[src/rtl/digest_hex_serializer_if.sv]
// Byte-wide ASCII hex stream: valid/ready handshake plus end-of-digest marker.
interface digest_hex_serializer_if;
  logic [7:0] hex_char;
  logic       hex_valid;
  logic       hex_ready;
  logic       hex_last;

  modport master (
    output hex_char,
    output hex_valid,
    output hex_last,
    input  hex_ready
  );

  modport slave (
    input  hex_char,
    input  hex_valid,
    input  hex_last,
    output hex_ready
  );
endinterface

[src/rtl/digest_hex_serializer.sv]
// Captures each digest from the hash core and streams it as ASCII hex, MS nibble first.
// Error-flagged digests are discarded and counted; strobes that cannot be taken pulse dropped.
module digest_hex_serializer #(
  parameter int unsigned DIGEST_W  = 64,
  parameter int unsigned UPPERCASE = 0
) (
  input  logic                 clk,
  input  logic                 rst_n,
  input  logic [DIGEST_W-1:0]  digest_char,
  input  logic                 digest_ready,
  input  logic                 digest_err,
  digest_hex_serializer_if.master hex,
  output logic                 busy,
  output logic                 dropped,
  output logic [7:0]           err_count
);

  localparam int unsigned NCHARS = DIGEST_W / 4;
  localparam int unsigned IDXW   = (NCHARS > 1) ? $clog2(NCHARS) : 1;
  localparam logic [IDXW-1:0] LAST_IDX = IDXW'(NCHARS - 1);
  localparam logic [7:0] ALPHA_BASE = (UPPERCASE != 0) ? 8'h41 : 8'h61;

  typedef enum logic {IDLE, SEND} state_t;

  state_t              state_q, state_d;
  logic [DIGEST_W-1:0] sr_q, sr_d;
  logic [IDXW-1:0]     idx_q, idx_d;
  logic                dropped_q, dropped_d;
  logic [7:0]          err_q, err_d;

  logic       xfer;
  logic       last_xfer;
  logic       accept;
  logic       take_digest;
  logic       take_err;
  logic [3:0] nib;

  always_ff @(posedge clk or negedge rst_n) begin
    if (!rst_n) begin
      state_q   <= IDLE;
      sr_q      <= '0;
      idx_q     <= '0;
      dropped_q <= 1'b0;
      err_q     <= '0;
    end else begin
      state_q   <= state_d;
      sr_q      <= sr_d;
      idx_q     <= idx_d;
      dropped_q <= dropped_d;
      err_q     <= err_d;
    end
  end

  always_comb begin
    xfer        = (state_q == SEND) && hex.hex_ready;
    last_xfer   = xfer && (idx_q == LAST_IDX);
    // The slot frees up on the final transfer edge, so a new digest lands with no bubble.
    accept      = (state_q == IDLE) || last_xfer;
    take_digest = digest_ready && !digest_err && accept;
    take_err    = digest_ready && digest_err && accept;
    dropped_d   = digest_ready && !accept;

    state_d = state_q;
    sr_d    = sr_q;
    idx_d   = idx_q;
    if (take_digest) begin
      state_d = SEND;
      sr_d    = digest_char;
      idx_d   = '0;
    end else if (last_xfer) begin
      state_d = IDLE;
      idx_d   = '0;
    end else if (xfer) begin
      sr_d  = sr_q << 4;
      idx_d = idx_q + IDXW'(1);
    end

    err_d = err_q;
    if (take_err && (err_q != 8'hFF)) begin
      err_d = err_q + 8'd1;
    end
  end

  always_comb begin
    nib           = sr_q[DIGEST_W-1 -: 4];
    hex.hex_char  = 8'h00;
    hex.hex_valid = 1'b0;
    hex.hex_last  = 1'b0;
    if (state_q == SEND) begin
      hex.hex_valid = 1'b1;
      hex.hex_last  = (idx_q == LAST_IDX);
      if (nib <= 4'd9) begin
        hex.hex_char = 8'h30 + {4'h0, nib};
      end else begin
        hex.hex_char = ALPHA_BASE + {4'h0, nib} - 8'd10;
      end
    end
  end

  assign busy      = (state_q == SEND);
  assign dropped   = dropped_q;
  assign err_count = err_q;

endmodule
[src/flat_wrapper.sv]
// flat-port wrapper written by rule: the top's interface ports become plain ports
module digest_hex_serializer_flat 
#(
  parameter int unsigned DIGEST_W  = 64,
  parameter int unsigned UPPERCASE = 0
)
  (clk, rst_n, digest_char, digest_ready, digest_err, busy, dropped, err_count, hex_hex_char, hex_hex_valid, hex_hex_last, hex_hex_ready);
  digest_hex_serializer_if hex_i ();
  input  logic clk;
  input  logic rst_n;
  input  logic [DIGEST_W-1:0] digest_char;
  input  logic digest_ready;
  input  logic digest_err;
  output logic busy;
  output logic dropped;
  output logic [7:0] err_count;
  output wire logic [$bits(hex_i.hex_char)-1:0] hex_hex_char;
  output wire logic [$bits(hex_i.hex_valid)-1:0] hex_hex_valid;
  output wire logic [$bits(hex_i.hex_last)-1:0] hex_hex_last;
  input wire logic [$bits(hex_i.hex_ready)-1:0] hex_hex_ready;
  assign hex_hex_char = hex_i.hex_char;
  assign hex_hex_valid = hex_i.hex_valid;
  assign hex_hex_last = hex_i.hex_last;
  assign hex_i.hex_ready = hex_hex_ready;
  digest_hex_serializer #(.DIGEST_W(DIGEST_W), .UPPERCASE(UPPERCASE)) u_core (.clk(clk), .rst_n(rst_n), .digest_char(digest_char), .digest_ready(digest_ready), .digest_err(digest_err), .hex(hex_i), .busy(busy), .dropped(dropped), .err_count(err_count));
endmodule
[config.mk]
export PLATFORM = sky130hd
export DESIGN_NAME = digest_hex_serializer_flat
export DESIGN_NICKNAME = d
export VERILOG_FILES = /design/src/rtl/digest_hex_serializer_if.sv /design/src/rtl/digest_hex_serializer.sv /design/src/flat_wrapper.sv
export SDC_FILE = /design/constraint.sdc
export NUM_CORES = 1
export LEC_CHECK = 0
export BUFFER_PORTS_ARGS = -buffer_cell sky130_fd_sc_hd__buf_2
export CORE_UTILIZATION = 25
export DETAILED_ROUTE_END_ITERATION = 10
export PLACE_DENSITY = 0.47
export SKIP_CTS_REPAIR_TIMING = 1
export SLEW_MARGIN = 20
export SYNTH_ARGS = -nofsm -noshare
export SYNTH_HDL_FRONTEND = slang
export SYNTH_SLANG_ARGS = --single-unit
[constraint.sdc]
create_clock -name clk -period 4.3 [get_ports clk]
set_clock_uncertainty 0.05 [all_clocks]
set_input_delay 0.215 -clock clk [delete_from_list [all_inputs] [get_ports clk]]
set_output_delay 0.215 -clock clk [all_outputs]
set_load 0.02 [all_outputs]
== Yosys cells after proc, flatten, opt, wreduce, memory -nomap -nowiden ==
Cells that the tools add are included.

* Register bits: 78
* Input bits: 69
* Output and inout bits: 20
* Word-level logic and storage cells: 42

* Add/subtract/negate cells: 5
* Order comparisons: 1
* Equal/unequal tests: 3
* Multiplexer cells: 12
* Bitwise logic cells: 1
* Reductions and logical operators: 15

{| class="wikitable"
|+ Operators by type and width
! kind !! count
|-
| two-way mux 64 bit || 3
|-
| two-way mux 8 bit || 2
|-
| two-way mux 4 bit || 3
|-
| adder 7 x 4 -> 8 bit, first input constant || 1
|-
| adder 8 x 1 -> 8 bit, second input constant || 1
|-
| logical AND 1 bit || 8
|-
| != test 8 bit, second input constant || 1
|-
| subtractor 8 x 4 -> 8 bit, second input constant || 1
|-
| adder 6 x 4 -> 7 bit, first input constant || 1
|-
| adder 4 x 1 -> 4 bit, second input constant || 1
|-
| == test 4 bit, second input constant || 1
|-
| <= comparator 4 bit, second input constant || 1
|-
| two-way mux 1 bit || 4
|-
| nonzero test 2 bit || 2
|-
| nonzero test 3 bit || 1
|-
| zero test 1 bit || 2
|-
| != test 2 bit, second input constant || 1
|-
| AND reduction 2 bit || 1
|-
| logical OR 1 bit || 1
|-
| inverter 1 bit || 1
|}

== Longest topological paths before layout ==
Gate-level depths: netlist of run 1.

* Depth after elaboration: 6
* Depth in mapped cells: 6
* Gate-level depth less buffers: 6

== Least setup slack after synthesis of run 1 ==
No wires, ideal clock.

* Path type: reg2out
* Start: reg u_core.state_q, in the netlist u_core.busy
* End: out hex_hex_char[0]
* Arrival time: 1632 ps
* Data required time: 4035 ps
* Setup slack: 2403 ps
* Stages on the path, launching flop included: 6
* Buffers on the path: 1
* Path through: dfrtp_1 -> inv_2 -> buf_2 -> a21oi_1 -> nand2_1 -> o21ai_0

* Cells in the longest elaborated chain, start to end: 1

{| class="wikitable"
|+ Ends and longest elaborated chain
! item !! line !! text
|-
| from (decl) || digest_hex_serializer.sv:25 || <nowiki>state_t state_q, state_d;</nowiki>
|-
| from (signal assigned) || digest_hex_serializer.sv:46 || <nowiki>state_q <= state_d;</nowiki>
|-
| two-way mux 8 bit || digest_hex_serializer.sv:89 || <nowiki>if (state_q == SEND) begin</nowiki>
|-
| to (decl) || flat_wrapper.sv:17 || <nowiki>output wire logic [$bits(hex_i.hex_char)-1:0] hex_hex_char;</nowiki>
|}

No other way between the ends.

== Final worst setup path of run 1 ==
* Start: reg u_core.state_q, in the netlist u_core.busy
* End: reg u_core.sr_q[47]

* Cells in the longest elaborated chain, start to end: 6
* Elaborated cells between the ends (all ways): 9
* Classes of those cells: 1 x eq/ne; 1 x mux; 1 x bitwise; 6 x reduce/logical

{| class="wikitable"
|+ Ends and longest elaborated chain
! item !! line !! text
|-
| logical AND 1 bit || digest_hex_serializer.sv:55 || <nowiki>xfer = (state_q == SEND) && hex.hex_ready;</nowiki>
|-
| logical AND 1 bit || digest_hex_serializer.sv:56 || <nowiki>last_xfer = xfer && (idx_q == LAST_IDX);</nowiki>
|-
| logical OR 1 bit || digest_hex_serializer.sv:58 || <nowiki>accept = (state_q == IDLE) || last_xfer;</nowiki>
|-
| logical AND 1 bit || digest_hex_serializer.sv:59 || <nowiki>take_digest = digest_ready && !digest_err && accept;</nowiki>
|-
| != test 2 bit (no line) / nonzero test 2 bit (equally long branches) || - ||
|-
| AND reduction 2 bit (no line) || - ||
|-
| to (signal assigned) || digest_hex_serializer.sv:47 || <nowiki>sr_q <= sr_d;</nowiki>
|-
| to (decl) || digest_hex_serializer.sv:26 || <nowiki>logic [DIGEST_W-1:0] sr_q, sr_d;</nowiki>
|}

Parallel ways exist; a longest one is shown, timed or not.
A chain may end at the register's enable or synchronous reset.

==> results of run 1 <==
[worst reg2reg max path, cell delays in order, from the launching register on]
cell	delay, ns
dfrtp_1	0.70
inv_2	0.27
o21ai_4	0.64
buf_4	0.48
o22ai_1	0.17
a21oi_1	0.15
[routing by layer]
| layer | wire, µm | GRT usage |
|---|---|---|
| met2 | 4207 | 0.1970 |
| met5 | 10 | 0 |
| met4 | 61 | 0.04116 |
| met3 | 479 | 0.03346 |
| met1 | 4494 | 0.1782 |
[logic make-up (layout without fill, tap and decap cells)]
group / count (synthesis) / in the layout / share of synthesized area
flip-flops: 78 / 78 / 0.5383
buffers and inverters: 88 / 169 / 0.1111
adder cells (fa/ha/maj): 4 / 4 / 0.01380
AO/OA/AOI/OAI: 152 / 152 / 0.2488
other: 1 / 2 / 0.001034
AND/OR/NAND/NOR: 41 / 41 / 0.06315
XOR/XNOR: 7 / 7 / 0.01691
multiplexers: 2 / 2 / 0.006900
[sequential cells by signal, indices dropped and copies added, names as in the netlist]
register / flops
u_core.sr_q: 64
u_core.dropped: 1
u_core.idx_q: 4
u_core.busy: 1
u_core.err_count: 8
[placed cells by master (no fill, tap or decap), types with 3 or more instances in the layout]
| cell | synthesis | layout |
|---|---|---|
| a21oi_1 | 63 | 63 |
| buf_2 | 16 | 86 |
| buf_4 | 2 | 3 |
| clkbuf_16 | 0 | 9 |
| dfrtp_1 | 78 | 78 |
| ha_1 | 4 | 4 |
| inv_1 | 62 | 62 |
| nand2_1 | 11 | 11 |
| nand3_1 | 8 | 7 |
| nor2_1 | 7 | 7 |
| o21ai_0 | 12 | 12 |
| o221a_2 | 4 | 4 |
| o22ai_1 | 61 | 61 |
| xnor2_1 | 5 | 5 |
[power groups by stage]
| stage | Sequential (mW) | Clock (mW) | Combinational [mW] |
|---|---|---|---|
| 2_1_floorplan | 1.15 | 0 | 0.544 |
| 3_3_place_gp | 1.19 | 0 | 0.714 |
| 3_5_place_dp | 1.20 | 0 | 0.735 |
| 4_1_cts | 1.19 | 0.772 | 0.737 |
| 5_1_grt | 1.23 | 0.795 | 0.839 |
| 6_report | 1.19 | 0.746 | 0.729 |
[cells in the mapped netlist (5+ instances only)]
cell and instances:
dfrtp_1 78, a21oi_1 63, inv_1 62, o22ai_1 61
buf_2 16, o21ai_0 12, nand2_1 11, nand3_1 8
nor2_1 7, buf_6 6, xnor2_1 5
[final cells by class]
cell class                      count  area share
Clock inverter                      3    0.009809
Antenna cell                        1   0.0005605
Clock buffer                       12     0.05521
Inverter                           63     0.05297
Sequential cell                    78      0.4372
Tap cell                          180     0.05045
Multi-Input combinational cell    207      0.2876
Timing Repair Buffer               91      0.1062
[worst max-delay path by stage]
stage | startpoint | end | slack (ns)
floorplan | u_core.busy | hex_hex_char[0] | 2.40
global placement | u_core.busy | u_core.sr_q[47] | 1.80
detailed placement | u_core.busy | u_core.sr_q[47] | 1.75
CTS | u_core.busy | u_core.sr_q[47] | 1.77
global route | u_core.busy | u_core.sr_q[47] | 1.56
finish | u_core.busy | u_core.sr_q[47] | 1.77
==> impl_metrics.ini, run 1 <==
[detailed_routing]
vias = 2939
drt_iter0_drc = 168
wirelength_mm = 9.252
drc = 0
ant_nets = 0
dr.pass1.iters = 4
wire_per_inst_um = 14.57
viasPerCell = 4.628

[synthesis]
async_flop_share = 1.000
synth_edf_count = 0
synthCells = 373
yosysTopAreaCellShare = 0.5383
synth.cell_area_um2 = 3626
synth_fp_nets = 446
synth_flop_cell = dfrtp_1
synth-seq-cells = 78
synth-seq-area-share = 0.5383
synthTopCellsByArea = dfrtp_1 54%, o22ai_1 11%, a21oi_1 8.7%, inv_1 6.4%, buf_2 2.2%
syn_avg_cell_area_um2 = 9.721
yosys_warnings = 0
yosysTopAreaCell = dfrtp_1
synthDistinctLibCells = 42

[sta]
fin_setup_tns_ns = 0
hold_violations = 0
fmax_ghz = 0.3951
rsz0062_at_grt = false
fin_crit_ns = 2.531
slew_headroom = 0.5073
post-route-period-util = 0.5886
finalWorstSetupSlack_ns = 1.769
timing.hold.ws_ns = 0.1134
worst_slew_pin_slew_ns = 0.7376
setup-violations-final = 0
drv_slew = 0

[critical_path]
cp_num_buf_inv = 2
start_kind = flop
crit_chain = inv_2, o21ai_4, buf_4, o22ai_1, a21oi_1
arrival_ns = 2.73
worst-path-stages = 5
cpPeakStageDelay_ns = 0.70
critPathKind = flop to flop
r2r-start = u_core.busy
r2r_end = u_core.sr_q[47]
crit_path_top_delay_cell = dfrtp_1
crit_family = compound AO/OA/AOI/OAI gates
end_kind = flop
r2r_setup_slack_ns = 1.77
r2r_cells = 5
cp.required_ns = 4.50
cp_max_fo = 35

[final_layout]
synthToLayoutAreaGrowth_pct = 23.12
ff_latch_area_um2 = 1952
layout-drive-gt1-share = 0.2555
instances_no_fill = 635
fill_cells = 1507
finalNetCount = 523
fin_area_um2 = 4464
fin_util = 0.3191
multiInputGateArea_um2 = 1284

[floorplan]
die_w_um = 122.4
die-area_um2 = 14990
coreArea_um2 = 13990
start_util = 0.2592
rows = 43
ios = 89
die_h_um = 122.4

[clock_network]
clock-root-buffer = clkbuf_16
cts-buffers-inserted = 9
tritoncts = built
clk_pin_slew_ns = 0.06
htreeDepth = 3
clock-sinks = 78
clkLatencyLatePin_ns = 0.33
clockBufferDepth = 2

[place]
dp_cells = 618
place_congestion = 0.7923
pre_cts_ws_ns = 1.749
dpl_cell_area_um2 = 4158
hpwl_mm = 6.221
port_buffers = 87

[hold_path]
holdPathEnd = u_core.sr_q[2]
holdPathStages = 2
hold_class = input pin to flop
hold_path_startpoint = digest_char[2]

[pwr]
pwr-share-seq = 0.446
power_frac_comb = 0.274
total_power_mw = 2.662
switching_power_mw = 0.8958
pwr-share-clk = 0.280
p_leak_nw = 2.233
p_per_area_nw_per_um2 = 596.4
peakVddDrop_mv = 0.2024
intPower_mw = 1.767
p_sw_frac = 0.3364

[global_routing]
grt_antenna_before_repair = 2
grt_pass1_vias = 2964
grt_max_degree = 79
overflow = 0
grt_pass1_wl_mm = 15.03
grt_usage = 0.1294

[outcome]
outcome = complete, no violations

[job]
drv_cap = 0
Note: power is estimated with default switching activity, not from simulation.
==> run 2, diff against run 1 <==
==> constraint.sdc (replaced) <==
create_clock -name clk -period 2.4 [get_ports clk]
set_clock_uncertainty 0.05 [all_clocks]
set_input_delay 0.12 -clock clk [delete_from_list [all_inputs] [get_ports clk]]
set_output_delay 0.12 -clock clk [all_outputs]
set_load 0.02 [all_outputs]
==> run 2 against run 1 <==
  * Hold slack got worse by 0.099 ns
  * Largest cell class unchanged
  * Highest routed layer unchanged
  * Setup slack got worse by 1.3 ns
  * Clock power increased by 110%
  * Global-route usage increased by 0.49 points
  * Core utilization increased by 1.0 points
  * Via count increased by 2.6%
  * Final cell count increased by 1.4%
  * Design area increased by 3.2%
  * First-iteration DRC count decreased by 6.0%
  * Combinational power increased by 84%
==> impl_metrics.ini, run 2 (synthesis results as in run 1) <==
[outcome]
outcome = complete, no violations

[hold_path]
holdPathStages = 2
hold_path_startpoint = digest_char[0]
holdPathEnd = u_core.sr_q[0]
hold_class = input pin to flop

[detailed_routing]
viasPerCell = 4.683
wire_per_inst_um = 14.47
drc = 0
ant_nets = 0
dr.pass1.iters = 5
wirelength_mm = 9.319
vias = 3016
drt_iter0_drc = 158

[floorplan]
ios = 89
die_w_um = 122.4
rows = 43
die-area_um2 = 14990
coreArea_um2 = 13990
start_util = 0.2592
die_h_um = 122.4

[sta]
post-route-period-util = 0.8214
rsz0062_at_grt = false
worst_slew_pin_slew_ns = 0.5037
slew_headroom = 0.6642
hold_violations = 0
fmax_ghz = 0.5073
setup-violations-final = 0
drv_slew = 0
fin_crit_ns = 1.971
fin_setup_tns_ns = 0

[final_layout]
regMostFlops = u_core.sr_q
largest_register_ffs = 64
finalNetCount = 532
layout_commonest_cell = buf_2
diodes = 0
layout-drive-gt1-share = 0.2694
fin_area_um2 = 4606
synthToLayoutAreaGrowth_pct = 27.02
final_cell_mix = 86 x buf_2, 78 x dfrtp_1, 63 x a21oi_1

[clock_network]
clock-sinks = 78
clockBufferDepth = 2
clkLatencyLatePin_ns = 0.34
htreeDepth = 3
clk_pin_slew_ns = 0.06
clock-root-buffer = clkbuf_16
tritoncts = built
cts-buffers-inserted = 9

[critical_path]
cp.required_ns = 2.23
crit_path_top_delay_cell = dfrtp_1
end_kind = output pin
critPathKind = flop to output pin
r2r_cells = 6
r2r_end = u_core.sr_q[43]
r2r_setup_slack_ns = 0.50
r2r-start = u_core.idx_q[0]
cp_max_fo = 4
crit_chain = inv_1, ha_1, o21bai_1, a21oi_1, nand2_1, o21ai_0, buf_2
cpPeakStageDelay_ns = 0.39
arrival_ns = 1.80
start_kind = flop

[pwr]
peakVddDrop_mv = 0.3055
p_per_area_nw_per_um2 = 1088
p_leak_nw = 2.304

[place]
dpl_cell_area_um2 = 4228
place_congestion = 0.8291
port_buffers = 87
hpwl_mm = 6.287

[global_routing]
grt_pass1_vias = 2969
grt_pass1_wl_mm = 15.28
grt_max_degree = 53
grt_antenna_before_repair = 2
overflow = 0
grt_usage = 0.1343

[job]
drv_cap = 0
[run 2: final cells by class]
cell class	count	area (µm²)
clock buffers	9	225.2
flip-flops and latches	78	1952
clock inverters	7	112.6
multi-input cells	207	1284
inverters	63	236.5
repair buffers	100	570.5
well taps	180	225.2
fillers	1493	9383
[run 2: worst max-delay path by stage]
| stage | from | endpoint | slack (ns) |
|---|---|---|---|
| floorplan | u_core.busy | hex_hex_char[0] | 0.60 |
| global placement | u_core.idx_q[0] | u_core.sr_q[42] | 0.54 |
| detailed placement | u_core.idx_q[0] | u_core.sr_q[10] | 0.53 |
| CTS | u_core.busy | hex_hex_char[0] | 0.42 |
| global route | u_core.busy | hex_hex_char[0] | 0.28 |
| finish | u_core.sr_q[61] | hex_hex_char[1] | 0.43 |
[run 2: critical path, delay by kind of cell, from the launching register on]
family / cells / cell delay (ns)
flip-flops: 1 / 0.39
buffers and inverters: 2 / 0.32
AO/OA/AOI/OAI: 3 / 0.50
AND/OR/NAND/NOR: 1 / 0.08
adder cells (fa/ha/maj): 1 / 0.19
[run 2: stage by stage]
stage,util,hold slack [ns],power [mW],std cells,worst slack [ns]
4_1_cts,0.3264,-0.2899,5.082,640,0.4183
6_report,0.3292,0.01465,5.010,644,0.4287
3_3_place_gp,0.3022,0.08131,3.453,624,0.5380
2_1_floorplan,-,-0.2256,3.044,373,0.5976
5_1_grt,0.3292,0.001140,5.385,644,0.2822
3_5_place_dp,0.3022,0.07775,3.489,624,0.5291
[run 2: where the power goes]
| group | internal (mW) | switching (mW) | leakage (nW) |
|---|---|---|---|
| clock | 1.01 | 0.540 | 0.165 |
| sequential | 1.80 | 0.316 | 0.846 |
| combinational | 0.557 | 0.785 | 1.29 |
| total | 3.37 | 1.64 | 2.30 |
[run 2: layer usage]
metal / up-vias / GRT usage / part of all wire
li1: 1482 / - / -
met1: 1435 / 0.1733 / 0.46
met2: 83 / 0.2019 / 0.45
met3: 14 / 0.05437 / 0.076
met4: 2 / 0.04649 / 0.014
met5: - / 0 / 0.0014
